--- src/rtl/apb_biu_ws_if.sv ---
// APB4 slave-side bundle plus the request/acknowledge link to the register file.
// The slave modport is the bus interface unit; the master modport is whatever drives it.
interface apb_biu_ws_if #(
    parameter int APB_ADDR_WIDTH = 8,
    parameter int APB_DATA_WIDTH = 32
);
    logic                          psel;
    logic                          penable;
    logic                          pwrite;
    logic [APB_ADDR_WIDTH-1:0]     paddr;
    logic [APB_DATA_WIDTH-1:0]     pwdata;
    logic [APB_DATA_WIDTH/8-1:0]   pstrb;
    logic [APB_DATA_WIDTH-1:0]     prdata;
    logic                          pready;
    logic                          pslverr;
    logic                          req;
    logic                          req_wr;
    logic [APB_ADDR_WIDTH-3:0]     reg_addr;
    logic [3:0]                    byte_en;
    logic [31:0]                   ipwdata;
    logic [31:0]                   iprdata;
    logic                          ack;
    logic                          err;

    modport slave (
        input  psel, penable, pwrite, paddr, pwdata, pstrb, iprdata, ack, err,
        output prdata, pready, pslverr, req, req_wr, reg_addr, byte_en, ipwdata
    );

    modport master (
        output psel, penable, pwrite, paddr, pwdata, pstrb, iprdata, ack, err,
        input  prdata, pready, pslverr, req, req_wr, reg_addr, byte_en, ipwdata
    );
endinterface

--- src/rtl/apb_biu_ws.sv ---
// APB4 slave bus interface: turns each setup phase into one req/ack regfile transaction,
// with byte-lane steering, registered read data and a watchdog against a silent regfile.
module apb_biu_ws #(
    parameter int APB_ADDR_WIDTH = 8,
    parameter int APB_DATA_WIDTH = 32,
    parameter int TIMEOUT        = 15
) (
    input  logic          pclk,
    input  logic          preset,
    apb_biu_ws_if.slave   bus
);
    typedef enum logic [1:0] {
        ST_IDLE = 2'd0,
        ST_REQ  = 2'd1,
        ST_RESP = 2'd2
    } state_t;

    localparam logic [8:0] TIMEOUT_W = 9'(TIMEOUT);

    state_t                      state_q, state_d;
    logic [7:0]                  timer_q, timer_d;
    logic                        req_q, req_d;
    logic                        req_wr_q, req_wr_d;
    logic [APB_ADDR_WIDTH-3:0]   reg_addr_q, reg_addr_d;
    logic [3:0]                  byte_en_q, byte_en_d;
    logic [31:0]                 ipwdata_q, ipwdata_d;
    logic [1:0]                  lane_off_q, lane_off_d;
    logic [APB_DATA_WIDTH-1:0]   prdata_q, prdata_d;
    logic                        pready_q, pready_d;
    logic                        pslverr_q, pslverr_d;

    logic [1:0]                  lane_off;
    logic [3:0]                  rd_mask;
    logic [3:0]                  wr_mask;
    logic [31:0]                 pwdata_ext;
    logic [31:0]                 rd_shift;
    logic                        timeout_hit;

    // Lane offset and lane masks depend only on the bus width, so pick the decode at elaboration.
    generate
        if (APB_DATA_WIDTH == 8) begin : g_w8
            assign lane_off = bus.paddr[1:0];
            assign rd_mask  = 4'b0001 << lane_off;
            assign wr_mask  = {3'b000, bus.pstrb[0]} << lane_off;
        end else if (APB_DATA_WIDTH == 16) begin : g_w16
            assign lane_off = {bus.paddr[1], 1'b0};
            assign rd_mask  = 4'b0011 << lane_off;
            assign wr_mask  = {2'b00, bus.pstrb} << lane_off;
        end else begin : g_w32
            assign lane_off = 2'b00;
            assign rd_mask  = 4'b1111;
            assign wr_mask  = bus.pstrb;
        end
    endgenerate

    assign pwdata_ext  = 32'(bus.pwdata);
    assign rd_shift    = bus.iprdata >> {lane_off_q, 3'b000};
    // Fires in the TIMEOUT-th consecutive REQ cycle without an acknowledge.
    assign timeout_hit = (TIMEOUT != 0) && (({1'b0, timer_q} + 9'd1) == TIMEOUT_W);

    always_ff @(posedge pclk) begin
        if (preset) begin
            state_q    <= ST_IDLE;
            timer_q    <= '0;
            req_q      <= 1'b0;
            req_wr_q   <= 1'b0;
            reg_addr_q <= '0;
            byte_en_q  <= '0;
            ipwdata_q  <= '0;
            lane_off_q <= '0;
            prdata_q   <= '0;
            pready_q   <= 1'b0;
            pslverr_q  <= 1'b0;
        end else begin
            state_q    <= state_d;
            timer_q    <= timer_d;
            req_q      <= req_d;
            req_wr_q   <= req_wr_d;
            reg_addr_q <= reg_addr_d;
            byte_en_q  <= byte_en_d;
            ipwdata_q  <= ipwdata_d;
            lane_off_q <= lane_off_d;
            prdata_q   <= prdata_d;
            pready_q   <= pready_d;
            pslverr_q  <= pslverr_d;
        end
    end

    always_comb begin
        state_d    = state_q;
        timer_d    = timer_q;
        req_d      = req_q;
        req_wr_d   = req_wr_q;
        reg_addr_d = reg_addr_q;
        byte_en_d  = byte_en_q;
        ipwdata_d  = ipwdata_q;
        lane_off_d = lane_off_q;
        prdata_d   = prdata_q;
        pready_d   = 1'b0;
        pslverr_d  = 1'b0;

        case (state_q)
            ST_IDLE: begin
                timer_d = '0;
                if (bus.psel && !bus.penable) begin
                    reg_addr_d = bus.paddr[APB_ADDR_WIDTH-1:2];
                    req_wr_d   = bus.pwrite;
                    byte_en_d  = bus.pwrite ? wr_mask : rd_mask;
                    ipwdata_d  = pwdata_ext << {lane_off, 3'b000};
                    lane_off_d = lane_off;
                    // A write with no strobed lane has nothing to do in the regfile.
                    if (bus.pwrite && (wr_mask == 4'b0000)) begin
                        pready_d = 1'b1;
                        state_d  = ST_RESP;
                    end else begin
                        req_d    = 1'b1;
                        state_d  = ST_REQ;
                    end
                end
            end
            ST_REQ: begin
                timer_d = timer_q + 8'd1;
                if (bus.ack) begin
                    req_d     = 1'b0;
                    pready_d  = 1'b1;
                    pslverr_d = bus.err;
                    if (!req_wr_q) begin
                        prdata_d = rd_shift[APB_DATA_WIDTH-1:0];
                    end
                    state_d   = ST_RESP;
                end else if (timeout_hit) begin
                    req_d     = 1'b0;
                    pready_d  = 1'b1;
                    pslverr_d = 1'b1;
                    prdata_d  = '0;
                    state_d   = ST_RESP;
                end
            end
            ST_RESP: begin
                timer_d = '0;
                state_d = ST_IDLE;
            end
            default: begin
                state_d = ST_IDLE;
            end
        endcase
    end

    assign bus.prdata   = prdata_q;
    assign bus.pready   = pready_q;
    assign bus.pslverr  = pslverr_q;
    assign bus.req      = req_q;
    assign bus.req_wr   = req_wr_q;
    assign bus.reg_addr = reg_addr_q;
    assign bus.byte_en  = byte_en_q;
    assign bus.ipwdata  = ipwdata_q;
endmodule
--- src/flat_wrapper.sv ---
// flat-port wrapper written by rule: the top's interface ports become plain ports
module apb_biu_ws_flat 
#(
    parameter int APB_ADDR_WIDTH = 8,
    parameter int APB_DATA_WIDTH = 32,
    parameter int TIMEOUT        = 15
)
  (pclk, preset, bus_psel, bus_penable, bus_pwrite, bus_paddr, bus_pwdata, bus_pstrb, bus_iprdata, bus_ack, bus_err, bus_prdata, bus_pready, bus_pslverr, bus_req, bus_req_wr, bus_reg_addr, bus_byte_en, bus_ipwdata);
  apb_biu_ws_if #(.APB_ADDR_WIDTH(APB_ADDR_WIDTH), .APB_DATA_WIDTH(APB_DATA_WIDTH)) bus_i ();
  input  logic pclk;
  input  logic preset;
  input wire logic [$bits(bus_i.psel)-1:0] bus_psel;
  input wire logic [$bits(bus_i.penable)-1:0] bus_penable;
  input wire logic [$bits(bus_i.pwrite)-1:0] bus_pwrite;
  input wire logic [$bits(bus_i.paddr)-1:0] bus_paddr;
  input wire logic [$bits(bus_i.pwdata)-1:0] bus_pwdata;
  input wire logic [$bits(bus_i.pstrb)-1:0] bus_pstrb;
  input wire logic [$bits(bus_i.iprdata)-1:0] bus_iprdata;
  input wire logic [$bits(bus_i.ack)-1:0] bus_ack;
  input wire logic [$bits(bus_i.err)-1:0] bus_err;
  output wire logic [$bits(bus_i.prdata)-1:0] bus_prdata;
  output wire logic [$bits(bus_i.pready)-1:0] bus_pready;
  output wire logic [$bits(bus_i.pslverr)-1:0] bus_pslverr;
  output wire logic [$bits(bus_i.req)-1:0] bus_req;
  output wire logic [$bits(bus_i.req_wr)-1:0] bus_req_wr;
  output wire logic [$bits(bus_i.reg_addr)-1:0] bus_reg_addr;
  output wire logic [$bits(bus_i.byte_en)-1:0] bus_byte_en;
  output wire logic [$bits(bus_i.ipwdata)-1:0] bus_ipwdata;
  assign bus_i.psel = bus_psel;
  assign bus_i.penable = bus_penable;
  assign bus_i.pwrite = bus_pwrite;
  assign bus_i.paddr = bus_paddr;
  assign bus_i.pwdata = bus_pwdata;
  assign bus_i.pstrb = bus_pstrb;
  assign bus_i.iprdata = bus_iprdata;
  assign bus_i.ack = bus_ack;
  assign bus_i.err = bus_err;
  assign bus_prdata = bus_i.prdata;
  assign bus_pready = bus_i.pready;
  assign bus_pslverr = bus_i.pslverr;
  assign bus_req = bus_i.req;
  assign bus_req_wr = bus_i.req_wr;
  assign bus_reg_addr = bus_i.reg_addr;
  assign bus_byte_en = bus_i.byte_en;
  assign bus_ipwdata = bus_i.ipwdata;
  apb_biu_ws #(.APB_ADDR_WIDTH(APB_ADDR_WIDTH), .APB_DATA_WIDTH(APB_DATA_WIDTH), .TIMEOUT(TIMEOUT)) u_core (.pclk(pclk), .preset(preset), .bus(bus_i));
endmodule
--- config.mk ---
export PLATFORM = sky130hd
export DESIGN_NAME = apb_biu_ws_flat
export DESIGN_NICKNAME = d
export VERILOG_FILES = /design/src/rtl/apb_biu_ws_if.sv /design/src/rtl/apb_biu_ws.sv /design/src/flat_wrapper.sv
export SDC_FILE = /design/constraint.sdc
export NUM_CORES = 1
export LEC_CHECK = 0
export CORE_MARGIN = 2
export CORE_UTILIZATION = 34
export DETAILED_ROUTE_END_ITERATION = 7
export PLACE_DENSITY_LB_ADDON = 0.15
export REMOVE_ABC_BUFFERS = 1
export SETUP_SLACK_MARGIN = 0.3
export SLEW_MARGIN = 20
export SYNTH_ARGS = -nofsm -noshare
export SYNTH_HDL_FRONTEND = slang
export SYNTH_SLANG_ARGS = --single-unit
--- constraint.sdc ---
create_clock -name pclk -period 2.4 [get_ports pclk]
set_input_delay 0.72 -clock pclk [delete_from_list [all_inputs] [get_ports pclk]]
set_output_delay 0.72 -clock pclk [all_outputs]
set_load 0.02 [all_outputs]
## Yosys cells after proc, flatten, opt, wreduce, memory -nomap -nowiden

Index checks and enable logic that the tools add are counted.

| storage, ports and cells | value |
|---|---|
| bits in registers | 88 |
| bits of input ports | 83 |
| output and inout bits | 78 |
| word-level logic and storage cells | 55 |

| operators by class | value |
|---|---|
| add/sub/neg operators | 2 |
| equality and inequality tests | 7 |
| muxes and demuxes | 21 |
| bitwise logic cells | 1 |
| reductions and logical operators | 14 |

Operators by type and width:

| cell | count |
|---|---|
| 32-bit two-way mux | 3 |
| 8-bit case mux with 2 select lines | 1 |
| 8-bit by 1-bit adder with 9-bit output, second input constant | 1 |
| 9-bit by 4-bit equality test with 1-bit output, second input constant | 1 |
| 1-bit two-way mux | 9 |
| 8-bit by 1-bit adder with 8-bit output, second input constant | 1 |
| 2-bit two-way mux | 4 |
| 2-bit nonzero test | 3 |
| 4-bit zero test | 1 |
| 4-bit two-way mux | 1 |
| 2-bit inequality test, second input constant | 2 |
| 1-bit case mux with 2 select lines | 2 |
| 2-bit case mux with 2 select lines | 1 |
| 2-bit AND reduction | 2 |
| 4-bit AND reduction | 1 |
| 2-bit OR reduction | 2 |
| 3-bit by 2-bit inequality test with 1-bit output, second input constant | 1 |
| 3-bit AND reduction | 1 |
| 2-bit by 1-bit equality test with 1-bit output, second input constant | 1 |
| 2-bit equality test, second input constant | 1 |
| 1-bit logical AND | 2 |
| 2-bit zero test | 1 |
| 2-bit by 1-bit inequality test with 1-bit output, second input constant | 1 |
| 1-bit zero test | 1 |
| 1-bit inverter | 1 |

## Logic depth before layout (Yosys ltp)

| depth | value |
|---|---|
| depth after elaboration | 5 |
| depth in mapped cells | 6 |
| gate-level depth less buffers | 5 |

## Least setup slack after synthesis

No wires, ideal clock.

| timing path | value |
|---|---|
| path kind | register -> register |
| from | register u_core.timer_q[0] |
| to | register u_core.prdata_q[0], in the netlist u_core.bus.prdata[0] |
| arrival time | 1.977 ns |
| data required time | 2.283 ns |
| slack | 0.305 ns |
| cell stages (with the launch flop) | 7 |
| path buffers | 1 |
| clock period less this slack | 2.095 ns |
| path through | dfxtp_1 > ha_1 > xor2_1 > or4_4 > a2111o_1 > buf_6 > a32o_1 |

| on the way | value |
|---|---|
| longest elaborated chain between the ends | 4 |

Ends and longest elaborated chain:

| what | RTL line | RTL |
|---|---|---|
| start: declaration | apb_biu_ws.sv:21 | `logic [7:0] timer_q, timer_d;` |
| start signal: assignment | apb_biu_ws.sv:76 | `timer_q <= timer_d;` |
| 8-bit by 1-bit adder with 9-bit output | apb_biu_ws.sv:59 | `assign timeout_hit = (TIMEOUT != 0) && (({1'b0, timer_q} + 9'd1) == TIMEOUT_W);` |
| 9-bit by 4-bit equality test with 1-bit output | apb_biu_ws.sv:59 |  |
| 2-bit nonzero test (no line) | -- |  |
| 3-bit AND reduction (no line) | -- |  |
| end signal: assignment | apb_biu_ws.sv:83 | `prdata_q <= prdata_d;` |
| end: declaration | apb_biu_ws.sv:28 | `logic [APB_DATA_WIDTH-1:0] prdata_q, prdata_d;` |

No other way between the ends.
A chain may end at the register's enable or synchronous reset.

## Final worst setup path

| timing path | value |
|---|---|
| from | register u_core.timer_q[0] |
| to | register u_core.prdata_q[9], in the netlist u_core.bus.prdata[9] |

Same word-level chain as after synthesis.

==> metrics.txt <==
# TYPE chip_impl_metric gauge
chip_impl_info{name="outcome",value="finished, final reports clean"} 1
chip_impl_metric{name="post_cts_setup_buffers",unit=""} 0
chip_impl_metric{name="global_route_wire_length_before_repair",unit="mm"} 13.54
chip_impl_metric{name="antenna-diode-count",unit=""} 0
chip_impl_metric{name="timing.final.crit_period",unit="ns"} 2.127
chip_impl_metric{name="fp.coreArea",unit="sq um"} 9153
chip_impl_metric{name="cts_hold_buffers",unit=""} 0
chip_impl_metric{name="number_of_slew_limit_violations_in_the_final_report",unit=""} 0
chip_impl_info{name="hold_path_class",value="flop to flop"} 1
chip_impl_info{name="ctsRootBufferMaster",value="clkbuf_8"} 1
chip_impl_info{name="unrepaired_setup_endpoints_after_global_routing",value="yes"} 1
chip_impl_metric{name="max-vdd-ir-drop",unit="mV"} 0.3269
chip_impl_metric{name="synthCells",unit=""} 341
chip_impl_metric{name="grt_start_max_net_pins",unit=""} 45
chip_impl_metric{name="yosys.area.top_type_share",unit="%"} 55.39
chip_impl_metric{name="finalSetupViolations",unit=""} 0
chip_impl_metric{name="place.detailed.hpwl",unit="mm"} 6.105
chip_impl_info{name="mostFrequentLayoutCell",value="clkdlybuf4s50_1"} 1
chip_impl_metric{name="crit_fanout",unit=""} 32
chip_impl_metric{name="placed_cells",unit=""} 597
chip_impl_metric{name="power.density",unit="nW/um^2"} 613.7
chip_impl_info{name="kind_of_critical_path",value="flop to flop"} 1
chip_impl_metric{name="vias_per_cell",unit=""} 4.927
chip_impl_metric{name="groute.usage.overall",unit="%"} 16.64
chip_impl_metric{name="setup-tns-final",unit="ns"} 0
chip_impl_info{name="yosys-top-cells-area",value="dfxtp_1 (55%), a32o_1 (10%), nand2_1 (9.8%), a21oi_1 (7.2%), clkbuf_1 (2.6%)"} 1
chip_impl_metric{name="die_h",unit="um"} 100.7
chip_impl_metric{name="fin_crit_sh",unit="%"} 88.62
chip_impl_metric{name="layout_cells_sized_above_1",unit="%"} 8.367
chip_impl_metric{name="synth_cell_type_count",unit=""} 30
chip_impl_metric{name="post_synth_instance_area",unit="sq um"} 3181
chip_impl_metric{name="htree_levels",unit=""} 3
chip_impl_metric{name="postSynthAreaPerCell",unit="sq um"} 9.327
chip_impl_metric{name="totalWireLength",unit="mm"} 8.666
chip_impl_metric{name="fin_nets",unit=""} 582
chip_impl_metric{name="slew_headroom",unit="%"} 66.59
chip_impl_metric{name="post_synthesis_register_bit_count",unit=""} 88
chip_impl_metric{name="fin_skew",unit="ns"} 0.01365
chip_impl_metric{name="syn_to_final_growth",unit="%"} 63.22
chip_impl_metric{name="clock_sinks",unit=""} 88
chip_impl_metric{name="drt-pass1-iter-count",unit=""} 4
chip_impl_metric{name="rows",unit=""} 35
chip_impl_metric{name="initial_core_util",unit="%"} 34.75
chip_impl_metric{name="first_global_vias",unit=""} 2833
chip_impl_info{name="tritoncts_clock_tree",value="built"} 1
chip_impl_metric{name="yosys_warnings",unit=""} 0
chip_impl_metric{name="finalHoldViolCount",unit=""} 0
chip_impl_metric{name="grt-ovfl-total",unit=""} 0
chip_impl_info{name="synth_largest_area_cell",value="dfxtp_1"} 1
chip_impl_metric{name="die-width",unit="um"} 100.7
chip_impl_metric{name="die_footprint",unit="sq um"} 10140
chip_impl_metric{name="residual_drc",unit=""} 0
chip_impl_metric{name="max_slew.worst_pin.slew",unit="ns"} 0.5005
chip_impl_metric{name="drt-initial-drc-count",unit=""} 64
chip_impl_metric{name="timing.max_cap.violations",unit=""} 0
chip_impl_metric{name="wl_per_cell",unit="um"} 14.14
chip_impl_metric{name="power_leakage",unit="nW"} 1.895
chip_impl_metric{name="vias",unit=""} 3020
chip_impl_metric{name="cts.path.max_buffers",unit=""} 2
chip_impl_metric{name="clk_latency",unit="ns"} 0.35
chip_impl_metric{name="numPortBuffers",unit=""} 158
chip_impl_metric{name="layoutNonFillerInstCount",unit=""} 613
chip_impl_metric{name="num_cts_buffers",unit=""} 9
chip_impl_metric{name="routabilityCongestion",unit=""} 0.8025
chip_impl_metric{name="cts.clk_slew.worst_paths",unit="ns"} 0.09
chip_impl_metric{name="drt.antenna.violating_nets",unit=""} 0
chip_impl_info{name="most-common-layout-cells",value="clkdlybuf4s50_1 (153), dfxtp_1 (85), nand2_1 (83)"} 1
chip_impl_metric{name="grt_antenna_before_repair",unit=""} 0
chip_impl_metric{name="worst-endpoint-arrival",unit="ns"} 2.37
chip_impl_metric{name="cp.required",unit="ns"} 2.64
chip_impl_metric{name="ios",unit=""} 161
chip_impl_info{name="critPathLaunchType",value="flop"} 1
chip_impl_metric{name="ys_seq_area_share",unit="%"} 55.39
chip_impl_info{name="timing.critical_path.to_type",value="flop"} 1
chip_impl_metric{name="max_freq",unit="GHz"} 0.4702
-- cells by family (layout without fill, tap and decap cells) --
| family | Yosys count | count (layout) | share of synthesized area, % |
|---|---|---|---|
| and+or+nand+nor | 125 | 125 | 17.51 |
| xor gates and xnor gates | 9 | 9 | 2.479 |
| AOI/OAI and AO/OA | 89 | 89 | 19.83 |
| adders and majority gates | 2 | 2 | 0.7867 |
| buffers and inverters | 28 | 189 | 4.013 |
| DFF | 88 | 88 | 55.39 |
-- through the flow --
stage               cell area (sq um)  hold WS (ns)  util, %  worst slack [ns]  power (W)
finish                           5191        0.4554    56.72            0.2730   0.003186
global route                     5191        0.4739    56.72            0.2256   0.003328
CTS                              5184        0.4586    56.64            0.2662   0.003241
detailed placement               4940        0.4455    53.97           -0.1104   0.002045
global placement                 4940        0.4410    53.97          -0.09786   0.002040
floorplan                        3064        0.4851        -           -0.8400   0.001741
-- sequential cells by signal, indices dropped and copies added (netlist names) --
name                 cells
u_core.bus.req_wr        1
u_core.bus.prdata       32
u_core.bus.req           1
u_core.timer_q           8
u_core.state_q           2
u_core.bus.reg_addr      6
u_core.bus.pslverr       1
u_core.bus.ipwdata      32
u_core.bus.byte_en       4
u_core.bus.pready        1
-- report_power, final --
part	internal (W)	switching (W)	total, W	leakage [nW]
registers	0.00151	0.0000299	0.00154	0.717
logic	0.000260	0.000203	0.000463	1.06
clock network	0.000632	0.000547	0.00118	0.119
total	0.00241	0.000780	0.00319	1.89
-- layer usage --
layer / vias to the layer above / track usage (%) / part of all wire, %
li1: 1506 / - / -
met3: 18 / 6.380 / 9.3
met4: 0 / 7.060 / 2.5
met2: 120 / 26.67 / 45
met5: - / 0 / 0
met1: 1376 / 19.91 / 43
-- cells in the mapped netlist --
library cell  number
nand3_1            1
nor4b_2            1
nand4_1            2
o21ai_0            4
clkbuf_1          22
and3_1             1
nand3_2            1
or4b_2             1
a31oi_1            1
nor2_1            16
a32o_1            32
a211o_2            1
a211oi_1           2
inv_1              3
buf_6              3
or3_2              1
ha_1               2
nor2b_1            3
o32ai_1            2
xnor2_1            3
and3b_2            1
nor3b_1            4
nor3_1             6
or4_4              1
xor2_1             6
a21oi_1           46
a2111o_1           1
nand2b_1           3
nand2_1           83
dfxtp_1           88
-- critical path, cell delays in order (launching register included) --
cell and delay (ns):
dfxtp_2 0.35, ha_2 0.21, xor2_1 0.14, or4_4 0.45
a2111o_1 0.43, buf_12 0.18, a32o_1 0.25
-- what timing repair did --
item                                   in CTS  in global routing
pin swaps                                   0                  0
setup endpoints to repair                  48                 35
endpoints found under the hold margin       0                  0
resized for setup                           6                  3
-- cell type report --
| cell class | count | area [sq um] |
|---|---|---|
| clock buffers | 10 | 137.6 |
| clock inverters | 6 | 97.59 |
| fillers | 821 | 3961 |
| inverters | 3 | 11.26 |
| multi-input cells | 225 | 1318 |
| flip-flops and latches | 88 | 1765 |
| well taps | 111 | 138.9 |
| repair buffers | 170 | 1723 |
-- final timing paths --
path	startpoint	to	slack (ns)	depth (start not counted)
worst max-delay path	u_core.timer_q[0]	u_core.bus.prdata[9]	0.27	6
worst min-delay path	u_core.bus.ipwdata[22]	u_core.bus.ipwdata[22]	0.46	2
worst max register to register	u_core.timer_q[0]	u_core.bus.prdata[9]	0.27	6
worst min register to register	u_core.bus.ipwdata[22]	u_core.bus.ipwdata[22]	0.46	2
(Power assumes the default switching activity.)
